--- src/rtl/count_wrap_monitor.sv ---
// Monitors an upstream up-counter: flags MAX->0 wraps, keeps a saturating wrap count,
// and provides a one-shot armed match on a programmable value with a sticky interrupt.
module count_wrap_monitor #(
  parameter int unsigned WIDTH  = 4,
  parameter int unsigned WCNT_W = 8
) (
  input  logic              clk,
  input  logic              n_reset,
  input  logic              enable,
  input  logic [WIDTH-1:0]  q,
  input  logic [WIDTH-1:0]  match_val,
  input  logic              arm,
  input  logic              irq_clr,
  input  logic              wrap_cnt_clr,
  output logic              wrap_pulse,
  output logic              match_pulse,
  output logic              irq,
  output logic [WCNT_W-1:0] wrap_cnt,
  output logic              armed
);

  localparam logic [1:0] StIdle  = 2'b00;
  localparam logic [1:0] StArmed = 2'b01;
  localparam logic [1:0] StFired = 2'b10;

  localparam logic [WIDTH-1:0]  QMax   = {WIDTH{1'b1}};
  localparam logic [WCNT_W-1:0] CntMax = {WCNT_W{1'b1}};
  localparam logic [WCNT_W-1:0] CntOne = {{(WCNT_W-1){1'b0}}, 1'b1};

  logic [WIDTH-1:0]  q_prev_q;
  logic              en_prev_q;
  logic              prev_valid_q;
  logic [1:0]        state_q, state_d;
  logic              wrap_pulse_q;
  logic              match_pulse_q, match_pulse_d;
  logic [WCNT_W-1:0] wrap_cnt_q, wrap_cnt_d;
  logic              irq_q, armed_q;

  logic wrap;
  logic hit;

  // A wrap needs the counter to have been enabled while sitting at MAX, so a held
  // counter that is then reset does not count.
  assign wrap = prev_valid_q & en_prev_q & (q_prev_q == QMax) & (q == '0);
  // Only arrival at the match value counts; a held value never re-fires.
  assign hit  = prev_valid_q & (q == match_val) & (q_prev_q != q);

  always_comb begin
    wrap_cnt_d = wrap_cnt_q;
    if (wrap_cnt_clr) begin
      wrap_cnt_d = wrap ? CntOne : '0;
    end else if (wrap && (wrap_cnt_q != CntMax)) begin
      wrap_cnt_d = wrap_cnt_q + CntOne;
    end
  end

  always_comb begin
    state_d       = state_q;
    match_pulse_d = 1'b0;
    case (state_q)
      StIdle: begin
        if (arm) state_d = StArmed;
      end
      StArmed: begin
        if (hit) begin
          state_d       = StFired;
          match_pulse_d = 1'b1;
        end
      end
      StFired: begin
        if (irq_clr) state_d = StIdle;
      end
      default: state_d = StIdle;
    endcase
  end

  // irq/armed are registered from the next state so they never glitch on a state change.
  always_ff @(posedge clk or negedge n_reset) begin
    if (!n_reset) begin
      q_prev_q      <= '0;
      en_prev_q     <= 1'b0;
      prev_valid_q  <= 1'b0;
      state_q       <= StIdle;
      wrap_pulse_q  <= 1'b0;
      match_pulse_q <= 1'b0;
      wrap_cnt_q    <= '0;
      irq_q         <= 1'b0;
      armed_q       <= 1'b0;
    end else begin
      q_prev_q      <= q;
      en_prev_q     <= enable;
      prev_valid_q  <= 1'b1;
      state_q       <= state_d;
      wrap_pulse_q  <= wrap;
      match_pulse_q <= match_pulse_d;
      wrap_cnt_q    <= wrap_cnt_d;
      irq_q         <= (state_d == StFired);
      armed_q       <= (state_d == StArmed);
    end
  end

  assign wrap_pulse  = wrap_pulse_q;
  assign match_pulse = match_pulse_q;
  assign irq         = irq_q;
  assign wrap_cnt    = wrap_cnt_q;
  assign armed       = armed_q;

endmodule

--- config.mk ---
export PLATFORM = sky130hd
export DESIGN_NAME = count_wrap_monitor
export DESIGN_NICKNAME = d
export VERILOG_FILES = /design/src/rtl/count_wrap_monitor.sv
export SDC_FILE = /design/constraint.sdc
export NUM_CORES = 1
export LEC_CHECK = 0
export ABC_CLOCK_PERIOD_IN_PS = 1640
export CAP_MARGIN = 20
export CORE_MARGIN = 2
export CORE_UTILIZATION = 30
export DETAILED_ROUTE_END_ITERATION = 7
export SYNTH_ARGS = -nofsm -noshare
export SYNTH_HDL_FRONTEND = slang
export SYNTH_SLANG_ARGS = --single-unit
export TNS_END_PERCENT = 20
--- constraint.sdc ---
create_clock -name clk -period 1.64 [get_ports clk]
set_input_delay 0.41 -clock clk [delete_from_list [all_inputs] [get_ports clk]]
set_output_delay 0.41 -clock clk [all_outputs]
set_load 0.02 [all_outputs]
==> impl_results.html, run 1 <==
<table>
<tr><th>Metric</th><th>Value</th></tr>
<tr><th colspan="2">Global routing</th></tr>
<tr><td>Global-route wire length before repair</td><td>approximately 3.3 mm</td></tr>
<tr><td>Overall fraction of global-route tracks in use</td><td>0.122</td></tr>
<tr><td>Via count of the first global-routing pass</td><td>slightly below 800</td></tr>
<tr><td>Maximum number of pins on one net before global-route repair</td><td>21</td></tr>
<tr><td>Initial antenna violation count</td><td>0</td></tr>
<tr><td>Leftover overflow at the end of global routing</td><td>0</td></tr>
<tr><th colspan="2">Die</th></tr>
<tr><td>Starting utilization of the core area</td><td>0.310</td></tr>
<tr><td>Ports placed on the boundary</td><td>26</td></tr>
<tr><td>DIE WIDTH</td><td>around 60 µm</td></tr>
<tr><td>Area enclosed by the die boundary</td><td>approximately 0.0036 mm²</td></tr>
<tr><td>Core Rows</td><td>20</td></tr>
<tr><td>Die outline height</td><td>59.7 µm</td></tr>
<tr><td>Core Region</td><td>roughly 0.0030 mm²</td></tr>
<tr><th colspan="2">Worst hold path</th></tr>
<tr><td>Path type of the worst min-delay path</td><td>input port to register</td></tr>
<tr><td>Origin of the worst min-delay path</td><td>q[0]</td></tr>
<tr><th colspan="2">STA</th></tr>
<tr><td>Total negative slack</td><td>0 ns</td></tr>
<tr><td>Final max-slew violation count</td><td>0</td></tr>
<tr><td>Clock Skew</td><td>roughly 0.0024 ns</td></tr>
<tr><td>Final hold violation count</td><td>0</td></tr>
<tr><td>Min cycle time layout</td><td>roughly 1.6 ns</td></tr>
<tr><td>Setup ws final</td><td>about 0.052 ns</td></tr>
<tr><td>Achievable Freq</td><td>~630 MHz</td></tr>
<tr><td>Part of the cycle the worst path needs</td><td>0.968</td></tr>
<tr><td>Setup-violating endpoint count in the final report</td><td>0</td></tr>
<tr><th colspan="2">Critical path</th></tr>
<tr><td>Launch point of the worst reg-to-reg path</td><td>q_prev_q[2]$_DFF_PN0_</td></tr>
<tr><td>Data required time of the critical path</td><td>~1.2 ns</td></tr>
<tr><td>Launching element of the worst setup path</td><td>wrap_cnt[0]$_DFFE_PN0P_</td></tr>
<tr><td>Critical path start-end classification</td><td>register to primary output</td></tr>
<tr><td>Critical path fanouts, max</td><td>4</td></tr>
<tr><td>Arrival @ worst endpoint</td><td>1.18 ns</td></tr>
<tr><td>Category of the worst setup path launch point</td><td>register</td></tr>
<tr><td>Critical path endpoint category</td><td>primary output</td></tr>
<tr><th colspan="2">Placed design</th></tr>
<tr><td>Estimated wirelength of the detail-placed design</td><td>roughly 1.5 mm</td></tr>
<tr><td>Number of port buffers</td><td>25</td></tr>
<tr><td>Final weighted congestion in routability-driven placement</td><td>about 0.78</td></tr>
<tr><td>DP Worst Slack</td><td>-0.641 ns</td></tr>
<tr><th colspan="2">Cells and area</th></tr>
<tr><td>Area taken by multi-input logic gates</td><td>around 470 µm²</td></tr>
<tr><td>Fraction of final layout cells sized beyond drive strength 1</td><td>0.280</td></tr>
<tr><td>Final antenna diode count</td><td>0</td></tr>
<tr><td>Core Util, Final</td><td>0.467</td></tr>
<tr><td>Total area of sequential cells</td><td>502 µm²</td></tr>
<tr><td>Final Net Count</td><td>141</td></tr>
<tr><td>Filler instances</td><td>approximately 310</td></tr>
<tr><td>Layout-stage area growth over the synthesis result</td><td>50.5%</td></tr>
<tr><th colspan="2">Yosys</th></tr>
<tr><td>Yosys cell types</td><td>32</td></tr>
<tr><td>Top post-synthesis cells by area</td><td>dfrtp_1, xnor2_1, nor2_1, xor2_1, a21oi_1</td></tr>
<tr><td>Leading area contributor after synthesis</td><td>dfrtp_1</td></tr>
<tr><td>Sequential fraction of the synthesis area</td><td>0.537</td></tr>
<tr><td>Avg Cell Area, Syn</td><td>11.0 µm²</td></tr>
<tr><td>Share of Yosys cell area claimed by the top area cell type</td><td>0.537</td></tr>
<tr><td>Yosys synthesis warning count</td><td>0</td></tr>
<tr><td>Post-synthesis net count</td><td>100</td></tr>
<tr><td>Area of the mapped netlist</td><td>932 µm²</td></tr>
<tr><td>Register bit count reported by yosys</td><td>20</td></tr>
<tr><td>Count of mapped cells out of synthesis</td><td>85</td></tr>
<tr><th colspan="2">Clock network</th></tr>
<tr><td>CTS Buf Count</td><td>3</td></tr>
<tr><td>Count of clock tree sinks</td><td>20</td></tr>
<tr><td>H-tree levels</td><td>1</td></tr>
<tr><td>Clock-pin transition on the worst setup and hold timing paths</td><td>about 0.12 ns</td></tr>
<tr><td>Root cell of the clock tree</td><td>clkbuf_4</td></tr>
<tr><td>TritonCTS clock tree</td><td>built</td></tr>
<tr><td>Clk Latency, worst-skew pair</td><td>around 0.3 ns</td></tr>
<tr><td>Longest Clk Path Bufs</td><td>2</td></tr>
<tr><th colspan="2">Power</th></tr>
<tr><td>Worst-case vdd ir drop</td><td>353 µV</td></tr>
<tr><td>Power per cell area</td><td>between 700 and 800 mW/mm²</td></tr>
<tr><td>Leakage power</td><td>between 0.6 and 0.7 nW</td></tr>
<tr><th colspan="2">Outcome</th></tr>
<tr><td>Status</td><td>complete, no violations</td></tr>
<tr><th colspan="2">Detailed routing</th></tr>
<tr><td>Post-route antenna net violation count</td><td>0</td></tr>
<tr><td>Number of design rule violations left after detail routing</td><td>0</td></tr>
<tr><td>Vias after detailed routing</td><td>roughly 810</td></tr>
<tr><td>Vias per inst</td><td>5.13</td></tr>
<tr><td>Detailed-routing iteration count for the pre-antenna-repair pass</td><td>4</td></tr>
<tr><td>Wire length per cell</td><td>approximately 13 µm</td></tr>
<tr><td>Aggregate routed wire length</td><td>approximately 2.1 mm</td></tr>
<tr><td>Number of violations reported at the end of detailed-routing iteration 0</td><td>19</td></tr>
<tr><th colspan="2">Flow run</th></tr>
<tr><td>Total of max-cap violations</td><td>0</td></tr>
</table>
==> layout by cell type (no fill, tap or decap), types with 2 or more instances in the layout <==
cell / netlist / final
clkbuf_4: 0 / 3
o21ai_0: 3 / 3
nor2_1: 7 / 6
nor4_4: 0 / 2
xor2_1: 3 / 3
clkbuf_2: 0 / 3
a21oi_1: 5 / 4
dfrtp_1: 20 / 19
xnor2_1: 5 / 5
nand4_1: 2 / 2
inv_1: 2 / 2
clkdlybuf4s50_1: 0 / 9
nor2b_1: 2 / 2
o31ai_1: 3 / 3
buf_4: 0 / 13
nand3_1: 5 / 4
nand2_1: 3 / 3
or4_1: 3 / 2
a311oi_1: 2 / 2
dlygate4sd2_1: 0 / 12
==> logic make-up after synthesis <==
family | synth area share
AND/OR/NAND/NOR | 0.203
flip-flops | 0.537
AO/OA/AOI/OAI | 0.114
XOR/XNOR | 0.0752
buffers and inverters | 0.0295
multiplexers | 0.0242
adder cells (fa/ha/maj) | 0.0134
other | 0.00402
==> power by group <==
group / switching (W) / total, W / internal (W)
Combinational: 0.0000507 / 0.000110 / 0.0000595
Sequential: 0.00000941 / 0.000518 / 0.000508
Clock: 0.000161 / 0.000408 / 0.000247
Total: 0.000221 / 0.00104 / 0.000815
==> repair_timing <==
item	CTS	global route
hold buffers	0	0
endpoints found under the setup margin	20	8
gates resized for setup	25	12
pin swaps	8	3
hold endpoints to repair	0	0
buffers inserted	0	0
==> worst max-delay path, stage by stage (launching register included) <==
cell and delay (ns):
dfrtp_2 0.42, buf_4 0.14, dlygate4sd2_1 0.31
==> cells in the mapped netlist <==
library cell / n
a21oi_1: 5
a22oi_1: 1
a311oi_1: 2
and3_1: 1
and4_1: 1
buf_2: 1
buf_6: 1
clkbuf_1: 1
conb_1: 1
dfrtp_1: 20
ha_1: 1
inv_1: 2
mux2_2: 2
nand2_1: 3
nand2b_1: 1
nand3_1: 5
nand4_1: 2
nand4_2: 1
nor2_1: 7
nor2b_1: 2
nor3_1: 1
nor4_1: 2
nor4_2: 1
o21ai_0: 3
o31a_2: 1
o31ai_1: 3
o41ai_1: 1
or3_1: 1
or3b_1: 1
or4_1: 3
xnor2_1: 5
xor2_1: 3
==> state kept, by name, summed over array words and instances, names as in the netlist <==
name	flops
wrap_cnt	8
match_pulse	1
armed	1
irq	1
q_prev_q	4
en_prev_q	1
state_q	2
wrap_pulse	1
prev_valid_q	1
==> through the flow <==
step | cells | hold WS [ns] | total power (W) | area (µm²)
2_1_floorplan | 85 | 0.114 | 0.000565 | 933
3_3_place_gp | 154 | 0.505 | 0.000640 | 1310
3_5_place_dp | 154 | 0.498 | 0.000643 | 1310
4_1_cts | 158 | 0.430 | 0.00105 | 1370
5_1_grt | 158 | 0.375 | 0.00107 | 1400
6_report | 158 | 0.370 | 0.00104 | 1400
==> area by class of cell <==
| cell class | instances | area share |
|---|---|---|
| clock buffers | 3 | 0.0161 |
| clock inverters | 1 | 0.0214 |
| inverters | 2 | 0.00535 |
| multi-input cells | 60 | 0.335 |
| flip-flops and latches | 20 | 0.358 |
| well taps | 33 | 0.0294 |
| repair buffers | 39 | 0.236 |
==> per-layer routing <==
layer / share of wire / wire, µm / vias up / track usage
li1: - / - / 390 / -
met1: 0.42 / 892 / 388 / 0.136
met2: 0.50 / 1070 / 29 / 0.224
met3: 0.062 / 132 / 4 / 0.0195
met4: 0.014 / 29 / 0 / 0.0571
met5: 0 / 0 / - / 0
==> worst paths after layout <==
kind	endpoint	slack [ns]	depth (start not counted)
worst max register to register	wrap_cnt[5]$_DFFE_PN0P_	0.06	4
worst min register to register	match_pulse$_DFF_PN0_	0.53	1
worst max-delay path	wrap_cnt[0]	0.05	2
max in group asynchronous	wrap_cnt[0]$_DFFE_PN0P_	0.99	2
min in group asynchronous	wrap_cnt[1]$_DFFE_PN0P_	0.43	2
worst min-delay path	q_prev_q[0]$_DFF_PN0_	0.37	2
Power figures use the tool's default switching activity.
==> inputs of run 2 (changes only) <==
--- a/config.mk
+++ b/config.mk
@@ -10,6 +10,7 @@
 export CORE_MARGIN = 2
 export CORE_UTILIZATION = 30
 export DETAILED_ROUTE_END_ITERATION = 7
+export DONT_BUFFER_PORTS = 1
 export SYNTH_ARGS = -nofsm -noshare
 export SYNTH_HDL_FRONTEND = slang
 export SYNTH_SLANG_ARGS = --single-unit
==> run 2 against run 1 <==
  * Register-to-register slack is essentially flat
  * Power is 5.0% lower
  * Largest cell class unchanged
  * Hold slack worse by 0.25 ns
  * Sequential share of layout area grew 7.8 points
==> impl_results.html, run 2 (same netlist as run 1, synthesis figures left out) <==
<table>
<tr><th>Metric</th><th>Value</th></tr>
<tr><th colspan="2">Critical path</th></tr>
<tr><td>Critical path start-end classification</td><td>register to register (was register to primary output)</td></tr>
<tr><td>Crit-path slowest cell</td><td>dfrtp_2 (unchanged)</td></tr>
<tr><td>Kind of cell adding the most delay to the critical path</td><td>simple AND/OR/NAND/NOR gates (was buffers and inverters)</td></tr>
<tr><td>Category of the worst setup path launch point</td><td>register (unchanged)</td></tr>
<tr><td>Arrival @ worst endpoint</td><td>1.81 ns (was 1.18 ns)</td></tr>
<tr><td>Critical path endpoint category</td><td>register (was primary output)</td></tr>
<tr><td>Highest cell delay on the worst timing path</td><td>0.43 ns (was 0.42 ns)</td></tr>
<tr><td>Critical path, cell by cell</td><td>ha_1 -&gt; nand3_1 -&gt; nor2_2 -&gt; buf_4 -&gt; or3b_1 -&gt; a21oi_1 (was buf_4 -&gt; dlygate4sd2_1)</td></tr>
<tr><td>Buf/Inv on CP</td><td>1 (was 2)</td></tr>
<tr><td>Data required time of the critical path</td><td>1.87 ns (was 1.23 ns)</td></tr>
<tr><td>Critical path fanouts, max</td><td>7 (was 4)</td></tr>
<tr><th colspan="2">Detailed routing</th></tr>
<tr><td>Aggregate routed wire length</td><td>2.00 mm (was 2.12 mm)</td></tr>
<tr><td>Vias after detailed routing</td><td>711 (was 811)</td></tr>
<tr><td>Number of violations reported at the end of detailed-routing iteration 0</td><td>33 (was 19)</td></tr>
<tr><td>DR WL met3</td><td>157 µm (was 132 µm)</td></tr>
<tr><td>Detailed-routing iteration count for the pre-antenna-repair pass</td><td>4 (unchanged)</td></tr>
<tr><td>Number of design rule violations left after detail routing</td><td>0 (unchanged)</td></tr>
<tr><td>Vias per inst</td><td>5.31 (was 5.13)</td></tr>
<tr><td>Top layer reached by signal wires</td><td>met3 (was met4)</td></tr>
<tr><td>Wire length per cell</td><td>14.9 µm (was 13.4 µm)</td></tr>
<tr><td>Post-route antenna net violation count</td><td>0 (unchanged)</td></tr>
<tr><td>Met2 wire length</td><td>970 µm (was 1.07 mm)</td></tr>
<tr><td>Met1 layer wirelength in the final routing</td><td>869 µm (was 892 µm)</td></tr>
<tr><th colspan="2">Flow run</th></tr>
<tr><td>Total of max-cap violations</td><td>0 (unchanged)</td></tr>
<tr><th colspan="2">Die</th></tr>
<tr><td>DIE WIDTH</td><td>59.7 µm (unchanged)</td></tr>
<tr><td>Core Rows</td><td>20 (unchanged)</td></tr>
<tr><td>Die outline height</td><td>59.7 µm (unchanged)</td></tr>
<tr><td>Core Region</td><td>0.00300 mm² (unchanged)</td></tr>
<tr><td>Starting utilization of the core area</td><td>0.310 (unchanged)</td></tr>
<tr><td>Area enclosed by the die boundary</td><td>0.00357 mm² (unchanged)</td></tr>
<tr><td>Ports placed on the boundary</td><td>26 (unchanged)</td></tr>
<tr><th colspan="2">Clock network</th></tr>
<tr><td>Root cell of the clock tree</td><td>clkbuf_4 (unchanged)</td></tr>
<tr><td>TritonCTS clock tree</td><td>built (unchanged)</td></tr>
<tr><td>H-tree levels</td><td>1 (unchanged)</td></tr>
<tr><td>CTS Buf Count</td><td>3 (unchanged)</td></tr>
<tr><td>Clock-pin transition on the worst setup and hold timing paths</td><td>0.12 ns (about the same)</td></tr>
<tr><td>Clk Latency, worst-skew pair</td><td>0.30 ns (about the same)</td></tr>
<tr><td>Longest Clk Path Bufs</td><td>2 (unchanged)</td></tr>
<tr><td>Count of clock tree sinks</td><td>20 (unchanged)</td></tr>
<tr><th colspan="2">Power</th></tr>
<tr><td>Clock share of power</td><td>0.415 (was 0.394)</td></tr>
<tr><td>Switching power total</td><td>0.000203 W (was 0.000221 W)</td></tr>
<tr><td>Part of the total power dissipated in combinational logic</td><td>0.053 (was 0.106)</td></tr>
<tr><td>Reg power frac</td><td>0.532 (was 0.500)</td></tr>
<tr><td>Power after layout</td><td>0.000984 W (was 0.00104 W)</td></tr>
<tr><td>Power per cell area</td><td>855 mW/mm² (was 739 mW/mm²)</td></tr>
<tr><td>Internal power component</td><td>0.000781 W (was 0.000815 W)</td></tr>
<tr><td>Switching power as a share of total power</td><td>0.207 (was 0.214)</td></tr>
<tr><td>Worst-case vdd ir drop</td><td>520 µV (was 353 µV)</td></tr>
<tr><td>Leakage power</td><td>0.478 nW (was 0.627 nW)</td></tr>
<tr><th colspan="2">Global routing</th></tr>
<tr><td>Leftover overflow at the end of global routing</td><td>0 (unchanged)</td></tr>
<tr><td>Via count of the first global-routing pass</td><td>777 (was 775)</td></tr>
<tr><td>Initial antenna violation count</td><td>0 (unchanged)</td></tr>
<tr><td>Maximum number of pins on one net before global-route repair</td><td>21 (unchanged)</td></tr>
<tr><td>Global-route wire length before repair</td><td>3.39 mm (was 3.26 mm)</td></tr>
<tr><td>Overall fraction of global-route tracks in use</td><td>0.127 (was 0.122)</td></tr>
<tr><th colspan="2">STA</th></tr>
<tr><td>Final hold violation count</td><td>0 (unchanged)</td></tr>
<tr><td>Achievable Freq</td><td>635 MHz (was 630 MHz)</td></tr>
<tr><td>Clock Skew</td><td>0.00398 ns (was 0.00242 ns)</td></tr>
<tr><td>Part of the cycle the worst path needs</td><td>0.961 (was 0.968)</td></tr>
<tr><td>Min cycle time layout</td><td>1.58 ns (was 1.59 ns)</td></tr>
<tr><td>Hold WS</td><td>0.116 ns (was 0.370 ns)</td></tr>
<tr><td>Setup-violating endpoint count in the final report</td><td>0 (unchanged)</td></tr>
<tr><td>Actual slew at the worst max-slew pin</td><td>around 0.94 ns</td></tr>
<tr><td>Relative slew margins</td><td>0.372</td></tr>
<tr><td>Final max-slew violation count</td><td>0 (unchanged)</td></tr>
<tr><td>Total negative slack</td><td>0 ns (unchanged)</td></tr>
<tr><th colspan="2">Placed design</th></tr>
<tr><td>Post-placement cell area</td><td>0.00104 mm² (was 0.00131 mm²)</td></tr>
<tr><td>Final weighted congestion in routability-driven placement</td><td>0.776 (was 0.780)</td></tr>
<tr><td>Estimated wirelength of the detail-placed design</td><td>1.43 mm (was 1.53 mm)</td></tr>
<tr><td>Number of port buffers</td><td>0 (was 25)</td></tr>
<tr><th colspan="2">Cells and area</th></tr>
<tr><td>Final design area excluding fillers</td><td>0.00115 mm² (was 0.00140 mm²)</td></tr>
<tr><td>Max reg flops</td><td>8 (unchanged)</td></tr>
<tr><td>Layout-stage area growth over the synthesis result</td><td>23.5% (was 50.5%)</td></tr>
<tr><td>Core Util, Final</td><td>0.383 (was 0.467)</td></tr>
<tr><td>Fraction of final layout cells sized beyond drive strength 1</td><td>0.267 (was 0.280)</td></tr>
<tr><td>Final antenna diode count</td><td>0 (unchanged)</td></tr>
<tr><td>Most common cell after layout, fill and taps aside</td><td>dfrtp_1 (unchanged)</td></tr>
<tr><td>Top library cells by usage in the layout, fill and taps aside</td><td>dfrtp_1, buf_4, nor2_1 (was dfrtp_1, buf_4, dlygate4sd2_1)</td></tr>
<tr><td>Final Net Count</td><td>117 (was 141)</td></tr>
<tr><th colspan="2">Outcome</th></tr>
<tr><td>Status</td><td>complete, no violations (unchanged)</td></tr>
<tr><th colspan="2">Worst hold path</th></tr>
<tr><td>Path type of the worst min-delay path</td><td>input port to register (unchanged)</td></tr>
</table>
run 2: metrics by stage:
stage / setup WS, ns / instances
2_1_floorplan: 0.0110 / 85
3_3_place_gp: -0.0923 / 127
3_5_place_dp: -0.142 / 127
4_1_cts: 0.0391 / 132
5_1_grt: -0.0000393 / 134
6_report: 0.0641 / 134
run 2: worst reg2reg max path, delay by kind of cell (launching register included):
kind / cells / cell delay (ns)
flops: 1 / 0.43
simple gates: 3 / 0.56
fa+ha+maj: 1 / 0.22
buf+inv: 1 / 0.17
compound gates: 1 / 0.14
run 2: power groups by stage:
stage	Combinational, W	Clock (W)	Sequential (W)
floorplan	0.0000338	0	0.000531
global placement	0.0000349	0	0.000533
detailed placement	0.0000358	0	0.000533
CTS	0.0000482	0.000424	0.000524
global route	0.0000597	0.000451	0.000526
finish	0.0000518	0.000409	0.000524
run 2: path summary, 6_finish.rpt:
check | from | end | slack, ns | cells after the start
min reg2reg | state_q[1]$_DFF_PN0_ | match_pulse$_DFF_PN0_ | 0.52 | 1
max | wrap_cnt[0]$_DFFE_PN0P_ | wrap_cnt[1]$_DFFE_PN0P_ | 0.06 | 6
min in group asynchronous | n_reset | wrap_cnt[7]$_DFFE_PN0P_ | 0.68 | 1
max reg2reg | wrap_cnt[0]$_DFFE_PN0P_ | wrap_cnt[1]$_DFFE_PN0P_ | 0.06 | 6
max in group asynchronous | n_reset | wrap_cnt[0]$_DFFE_PN0P_ | 0.33 | 1
min | q[1] | q_prev_q[1]$_DFF_PN0_ | 0.12 | 0
run 2: final cells by class:
| type | count | area [µm²] |
|---|---|---|
| Fill cell | 306 | 1850 |
| Sequential cell | 20 | 502 |
| Multi-Input combinational cell | 60 | 433 |
| Timing Repair Buffer | 15 | 115 |
| Tap cell | 33 | 41.3 |
| Clock inverter | 1 | 30.0 |
| Clock buffer | 3 | 22.5 |
| Inverter | 2 | 7.51 |
run 2: timing repair:
item / CTS / global route
hold endpoints to repair: 20 / 0
endpoints found under the setup margin: 0 / 7
hold buffers: 1 / 0
setup buffers: 0 / 2
resized for setup: 0 / 5
run 2: layer usage:
metal,up-vias,track usage
li1,341,-
met1,344,0.151
met2,26,0.210
met3,0,0.0649
met4,0,0.0190
met5,-,0
